$ cat src/rtl/sqacc_pkg.sv
// Shared types, default parameters and helpers for the sqacc_seq
// square-accumulate engine.
package sqacc_pkg;

  typedef enum logic [1:0] {
    IDLE = 2'd0,
    RUN  = 2'd1,
    DONE = 2'd2
  } state_t;

  localparam int ITERS_DEF = 10;
  localparam int WIDTH_DEF = 32;
  localparam int HIST_DEF  = 10;
  // Widest history the parity helper accepts; narrower histories are zero-extended.
  localparam int HIST_MAX  = 64;

  function automatic logic hist_parity(input logic [HIST_MAX-1:0] hist, input logic cond);
    return (^hist) ^ cond;
  endfunction

endpackage

$ cat src/rtl/sqacc_seq_if.sv
// Request/result handshake bundle for sqacc_seq; the requester uses the
// master modport and the engine uses the slave modport.
interface sqacc_seq_if
  import sqacc_pkg::*;
#(
  parameter int WIDTH = WIDTH_DEF
);

  logic             in_valid;
  logic             in_ready;
  logic             inCond;
  logic [WIDTH-1:0] inComp;
  logic             out_valid;
  logic             out_ready;
  logic [WIDTH-1:0] out1;
  logic [WIDTH-1:0] out2;
  logic             o_end;

  modport master (
    output in_valid, inCond, inComp, out_ready,
    input  in_ready, out_valid, out1, out2, o_end
  );

  modport slave (
    input  in_valid, inCond, inComp, out_ready,
    output in_ready, out_valid, out1, out2, o_end
  );

endinterface

$ cat src/rtl/sqacc_step.sv
// One square-accumulate iteration: ((v + x)^2) mod 2^WIDTH, purely combinational.
module sqacc_step
  import sqacc_pkg::*;
#(
  parameter int WIDTH = WIDTH_DEF
) (
  input  logic [WIDTH-1:0] i_v,
  input  logic [WIDTH-1:0] i_x,
  output logic [WIDTH-1:0] o_n
);

  logic [WIDTH-1:0] w_sum;

  assign w_sum = i_v + i_x;
  // Self-determined WIDTH context keeps only the low WIDTH bits of the product.
  assign o_n   = w_sum * w_sum;

endmodule

$ cat src/rtl/sqacc_seq.sv
// Handshaked, iterative square-accumulate engine: ITERS rounds of
// v = (v + x)^2 per accepted request, gated by a condition-history register.
module sqacc_seq
  import sqacc_pkg::*;
#(
  parameter int ITERS = ITERS_DEF,
  parameter int WIDTH = WIDTH_DEF,
  parameter int HIST  = HIST_DEF
) (
  input logic        clk,
  input logic        rst_n,
  sqacc_seq_if.slave bus
);

  localparam int             CW   = $clog2(ITERS + 1);
  localparam logic [CW-1:0]  LAST = CW'(ITERS - 1);

  state_t           r_state, w_state_nxt;
  logic [HIST-1:0]  r_hist,  w_hist_nxt;
  logic [WIDTH-1:0] r_x,     w_x_nxt;
  logic [WIDTH-1:0] r_v,     w_v_nxt;
  logic [WIDTH-1:0] r_chk,   w_chk_nxt;
  logic [CW-1:0]    r_cnt,   w_cnt_nxt;
  logic [WIDTH-1:0] r_out1,  w_out1_nxt;
  logic [WIDTH-1:0] r_out2,  w_out2_nxt;
  logic             r_end,   w_end_nxt;

  logic             w_gate;
  logic             w_par;
  logic [WIDTH-1:0] w_n;

  assign w_gate = r_hist[HIST-1] | bus.inCond;
  assign w_par  = hist_parity(HIST_MAX'(r_hist), bus.inCond);

  sqacc_step #(.WIDTH(WIDTH)) u_step (
    .i_v (r_v),
    .i_x (r_x),
    .o_n (w_n)
  );

  // Next-state and datapath update; every register holds unless its state acts on it.
  always_comb begin
    w_state_nxt = r_state;
    w_hist_nxt  = r_hist;
    w_x_nxt     = r_x;
    w_v_nxt     = r_v;
    w_chk_nxt   = r_chk;
    w_cnt_nxt   = r_cnt;
    w_out1_nxt  = r_out1;
    w_out2_nxt  = r_out2;
    w_end_nxt   = r_end;
    case (r_state)
      IDLE: begin
        if (bus.in_valid) begin
          w_x_nxt    = bus.inComp;
          w_end_nxt  = w_gate;
          w_hist_nxt = {r_hist[HIST-2:0], w_par};
          w_v_nxt    = {WIDTH{1'b0}};
          w_chk_nxt  = {WIDTH{1'b0}};
          w_cnt_nxt  = {CW{1'b0}};
          if (w_gate) begin
            w_state_nxt = RUN;
          end else begin
            w_out1_nxt  = {WIDTH{1'b0}};
            w_out2_nxt  = {WIDTH{1'b0}};
            w_state_nxt = DONE;
          end
        end else begin
          w_state_nxt = IDLE;
        end
      end
      RUN: begin
        w_v_nxt   = w_n;
        w_chk_nxt = r_chk ^ w_n;
        w_cnt_nxt = r_cnt + CW'(1);
        if (r_cnt == LAST) begin
          w_out1_nxt  = w_n;
          w_out2_nxt  = r_chk ^ w_n;
          w_state_nxt = DONE;
        end else begin
          w_state_nxt = RUN;
        end
      end
      DONE: begin
        if (bus.out_ready) begin
          w_state_nxt = IDLE;
        end else begin
          w_state_nxt = DONE;
        end
      end
      default: begin
        w_state_nxt = IDLE;
      end
    endcase
  end

  // State register.
  always_ff @(posedge clk or negedge rst_n) begin
    if (!rst_n) begin
      r_state <= IDLE;
    end else begin
      r_state <= w_state_nxt;
    end
  end

  // Datapath and result registers.
  always_ff @(posedge clk or negedge rst_n) begin
    if (!rst_n) begin
      r_hist <= {HIST{1'b0}};
      r_x    <= {WIDTH{1'b0}};
      r_v    <= {WIDTH{1'b0}};
      r_chk  <= {WIDTH{1'b0}};
      r_cnt  <= {CW{1'b0}};
      r_out1 <= {WIDTH{1'b0}};
      r_out2 <= {WIDTH{1'b0}};
      r_end  <= 1'b0;
    end else begin
      r_hist <= w_hist_nxt;
      r_x    <= w_x_nxt;
      r_v    <= w_v_nxt;
      r_chk  <= w_chk_nxt;
      r_cnt  <= w_cnt_nxt;
      r_out1 <= w_out1_nxt;
      r_out2 <= w_out2_nxt;
      r_end  <= w_end_nxt;
    end
  end

  assign bus.in_ready  = (r_state == IDLE);
  assign bus.out_valid = (r_state == DONE);
  assign bus.out1      = r_out1;
  assign bus.out2      = r_out2;
  assign bus.o_end     = r_end;

endmodule

$ cat src/flat_wrapper.sv
// flat-port wrapper written by rule: the top's interface ports become plain ports
module sqacc_seq_flat import sqacc_pkg::*;
#(
  parameter int ITERS = ITERS_DEF,
  parameter int WIDTH = WIDTH_DEF,
  parameter int HIST  = HIST_DEF
)
  (clk, rst_n, bus_in_valid, bus_inCond, bus_inComp, bus_out_ready, bus_in_ready, bus_out_valid, bus_out1, bus_out2, bus_o_end);
  sqacc_seq_if #(.WIDTH(WIDTH)) bus_i ();
  input logic clk;
  input logic rst_n;
  input wire logic [$bits(bus_i.in_valid)-1:0] bus_in_valid;
  input wire logic [$bits(bus_i.inCond)-1:0] bus_inCond;
  input wire logic [$bits(bus_i.inComp)-1:0] bus_inComp;
  input wire logic [$bits(bus_i.out_ready)-1:0] bus_out_ready;
  output wire logic [$bits(bus_i.in_ready)-1:0] bus_in_ready;
  output wire logic [$bits(bus_i.out_valid)-1:0] bus_out_valid;
  output wire logic [$bits(bus_i.out1)-1:0] bus_out1;
  output wire logic [$bits(bus_i.out2)-1:0] bus_out2;
  output wire logic [$bits(bus_i.o_end)-1:0] bus_o_end;
  assign bus_i.in_valid = bus_in_valid;
  assign bus_i.inCond = bus_inCond;
  assign bus_i.inComp = bus_inComp;
  assign bus_i.out_ready = bus_out_ready;
  assign bus_in_ready = bus_i.in_ready;
  assign bus_out_valid = bus_i.out_valid;
  assign bus_out1 = bus_i.out1;
  assign bus_out2 = bus_i.out2;
  assign bus_o_end = bus_i.o_end;
  sqacc_seq #(.ITERS(ITERS), .WIDTH(WIDTH), .HIST(HIST)) u_core (.clk(clk), .rst_n(rst_n), .bus(bus_i));
endmodule
$ cat config.mk
export PLATFORM = sky130hd
export DESIGN_NAME = sqacc_seq_flat
export DESIGN_NICKNAME = d
export VERILOG_FILES = /design/src/rtl/sqacc_pkg.sv /design/src/rtl/sqacc_seq_if.sv /design/src/rtl/sqacc_step.sv /design/src/rtl/sqacc_seq.sv /design/src/flat_wrapper.sv
export SDC_FILE = /design/constraint.sdc
export NUM_CORES = 1
export LEC_CHECK = 0
export ABC_AREA = 1
export BUFFER_PORTS_ARGS = -buffer_cell sky130_fd_sc_hd__buf_2
export CELL_PAD_IN_SITES_DETAIL_PLACEMENT = 0
export CELL_PAD_IN_SITES_GLOBAL_PLACEMENT = 1
export CORE_MARGIN = 2
export CORE_UTILIZATION = 25
export DETAILED_ROUTE_END_ITERATION = 12
export GPL_ROUTABILITY_DRIVEN = 0
export PLACE_DENSITY_LB_ADDON = 0.1
export SLEW_MARGIN = 20
export SYNTH_ARGS = -nofsm -noshare
export SYNTH_HDL_FRONTEND = slang
export SYNTH_SLANG_ARGS = --single-unit
$ cat constraint.sdc
create_clock -name clk -period 9.8 [get_ports clk]
set_clock_uncertainty 0.15 [all_clocks]
set_input_delay 1.96 -clock clk [delete_from_list [all_inputs] [get_ports clk]]
set_output_delay 1.96 -clock clk [all_outputs]
set_load 0.01 [all_outputs]
==> results.txt <==
outcome: finished, final reports clean
Rel. slew slack: 31.1%
Critical R2R Launch: u_core.r_x[14]$_DFFE_PN0P_
slack of the critical path: 0.477 ns
Post-DP HPWL: 71800 um
Top Ports: 104
sequential element share of the synthesized area: 18.9%
reg2reg setup slack: 0.48 ns
worst min path class: reg2reg
CTS clk-pin slew, worst paths: 0.10 ns
Root Driver: clkbuf_16
Final Critical Period: 9.32 ns
Mapped Cells: 2915
final hold vios: 0
ranking of synthesized cells by area: fa_1 (32%), dfrtp_1 (19%), nand2_1 (12%)
MaxCap Viol Count: 0
DIE WIDTH: 308 um
# H-tree levels: 4
CTS tree: built
via total after detailed routing: 18500
vias in the first global route: 20300
synthesized cell area: 0.0232 sq mm
Routed Antenna Nets: 0
slowest stage delay, CP: 0.61 ns
pin count of the biggest net entering global routing: 99
wire length per cell: 20.1 um
initial antenna violation count: 4
# setup viols final: 0
non-filler cells, final: 4303
placed cell area: 0.0256 sq mm
pre-CTS setup slack: 0.0585 ns
Pre-Repair DR Iteration Count: 5
FF-to-FF path depth: 31
Synth Net Count: 3479
TritonCTS sink count: 175
CTS Hold Bufs: 0
list of most frequent post-synthesis cells: nand2_1 (739), inv_1 (670), fa_1 (367)
Critical Path AT: 9.53 ns
CP startpoint kind: flop
Setup crit end kind: flop
RSZ-0062 raised after global routing: no
total track usage: 18.9%
Die Span Y: 308 um
DRC: 0
Placed Cells: 4263
YS warnings: 0
Hold Path End: u_core.bus.out2[9]$_DFFE_PN0P_
die area: 0.0952 sq mm
post-synth top area share: 31.7%
Max Fclk: 107 MHz
syn_area_per_cell: 7.95 sq um
PortBufs: 102
fin. max-slew vios: 0
Hold Slack: 0.337 ns
Synth Register Bits: 175
Setup Crit Path Kind: reg2reg
Starting Density: 25.2%
hold_sp: u_core.bus.out2[9]$_DFFE_PN0P_
r2r endpoint: u_core.bus.out1[29]$_DFFE_PN0P_
worst path required time: 10.01 ns
Bufs and invs on worst path: 6
clock latency at the later pin of the worst-skew pair: 0.45 ns
crit-path max FO: 13
Rows: 111
Synth async-reset ratio: 100%
EDFF count, synth: 0
GRT overflow: 0
layout cells sized above 1: 8.76%
critical path's slowest cell: fa_1
First DRT Iteration DRCs: 811
Netlist cell types: 49
CTS Buffer Depth: 2
final worst-path cycle share: 95.1%
first-pass GRT wire length: 131000 um
CP dominant cell by count: fa_1
CTS Buf Count: 17
Syn-to-layout area delta: 13.5%
core area: 0.0918 sq mm
Via density: 4.30
drt total wl: 86500 um
fin nets: 3609
hold depth: 2
Worst-Margin Slew: 1.03 ns
commonest register cell after synthesis: dfrtp_1
Final Cell Area: 0.0263 sq mm
cell taking the most area after synthesis: fa_1
delay-heaviest family, CP: adder cells
count leader, synth: nand2_1
what timing repair did:
item	CTS	global route
setup endpoints to repair	0	31
setup buffers	0	6
hold endpoints to repair	0	0
resized for setup	0	9
cells in the final DEF (no fill, tap or decap), types with 6 or more instances in the layout:
master     count
nand2_1      738
inv_1        668
fa_1         367
nor2_1       239
dfrtp_1      175
ha_1         158
o21ai_0      135
nand3_1      109
buf_2        101
buf_4         69
a21oi_1       60
xor2_1        34
xnor2_1       21
nand2_2       17
clkbuf_16     17
nand3b_1      13
nand4_1       11
inv_2         10
o21ai_1       10
nor3_1         9
nand3_2        7
clkinv_1       7
xor2_2         7
o21bai_1       7
nor2_2         6
clkinv_8       6
worst register-to-register path, delay by kind of cell (launching register included):
family / cells / cell delay [ns]
adders and majority gates: 10 / 4.88
and+or+nand+nor: 13 / 2.77
buffers and inverters: 6 / 0.56
DFF: 1 / 0.41
AOI/OAI and AO/OA: 1 / 0.31
xor gates and xnor gates: 1 / 0.15
routing by layer:
metal	global-route usage [%]	vias up	routed length, um
met1	26.1	9246	41200
li1	-	8922	-
met5	0	-	9
met4	4.36	2	1960
met2	32.2	255	41800
met3	1.18	57	1490
sequential cells by signal, indices dropped and copies added, names as in the netlist:
| signal | flops |
|---|---|
| u_core.bus.out2 | 32 |
| u_core.r_chk | 32 |
| u_core.r_x | 32 |
| u_core.bus.out1 | 31 |
| u_core.r_v | 31 |
| u_core.r_hist | 10 |
| u_core.r_cnt | 4 |
| u_core.r_state | 2 |
| u_core.bus.o_end | 1 |
final cells by class:
cell class | instances | area [sq um]
Clock buffer | 17 | 425
Fill cell | 10000 | 65500
Clock inverter | 15 | 230
Tap cell | 1243 | 1560
Timing Repair Buffer | 175 | 1120
Antenna cell | 2 | 5.00
Inverter | 688 | 2590
Multi-Input combinational cell | 1988 | 16000
Sequential cell | 175 | 4380
cells by family (layout without fill, tap and decap cells):
group / Yosys count / in the layout / share of synthesized area [%]
simple gates: 1163 / 1163 / 20.4
compound gates: 232 / 232 / 5.31
buf+inv: 752 / 895 / 12.2
xor+xnor: 65 / 65 / 2.82
other cells: 1 / 3 / 0.0162
flops: 175 / 175 / 18.9
fa+ha+maj: 527 / 527 / 40.3
per-stage QoR:
step                TNS (ns)  utilization, %
floorplan                  0               -
global placement     -0.0393            27.8
detailed placement         0            27.8
CTS                        0            28.6
global route               0            28.7
finish                     0            28.7
worst max path at each step:
stage | start | to | cells past startpoint | slack, ns
finish | u_core.r_x[14]$_DFFE_PN0P_ | u_core.bus.out1[29]$_DFFE_PN0P_ | 31 | 0.48
global route | u_core.r_v[9]$_DFFE_PN0P_ | u_core.r_chk[31]$_DFFE_PN0P_ | 40 | 0.01
CTS | u_core.r_v[6]$_DFFE_PN0P_ | u_core.bus.out1[30]$_DFFE_PN0P_ | 34 | 0.04
detailed placement | u_core.r_v[6]$_DFFE_PN0P_ | u_core.bus.out1[30]$_DFFE_PN0P_ | 34 | 0.06
global placement | u_core.r_v[6]$_DFFE_PN0P_ | u_core.bus.out1[30]$_DFFE_PN0P_ | 34 | -0.04
floorplan | u_core.r_v[10]$_DFFE_PN0P_ | u_core.bus.out2[25]$_DFFE_PN0P_ | 36 | 1.65
Power is not shown: default switching activity piles up to over one toggle a cycle in this logic, so the estimate is an artifact.
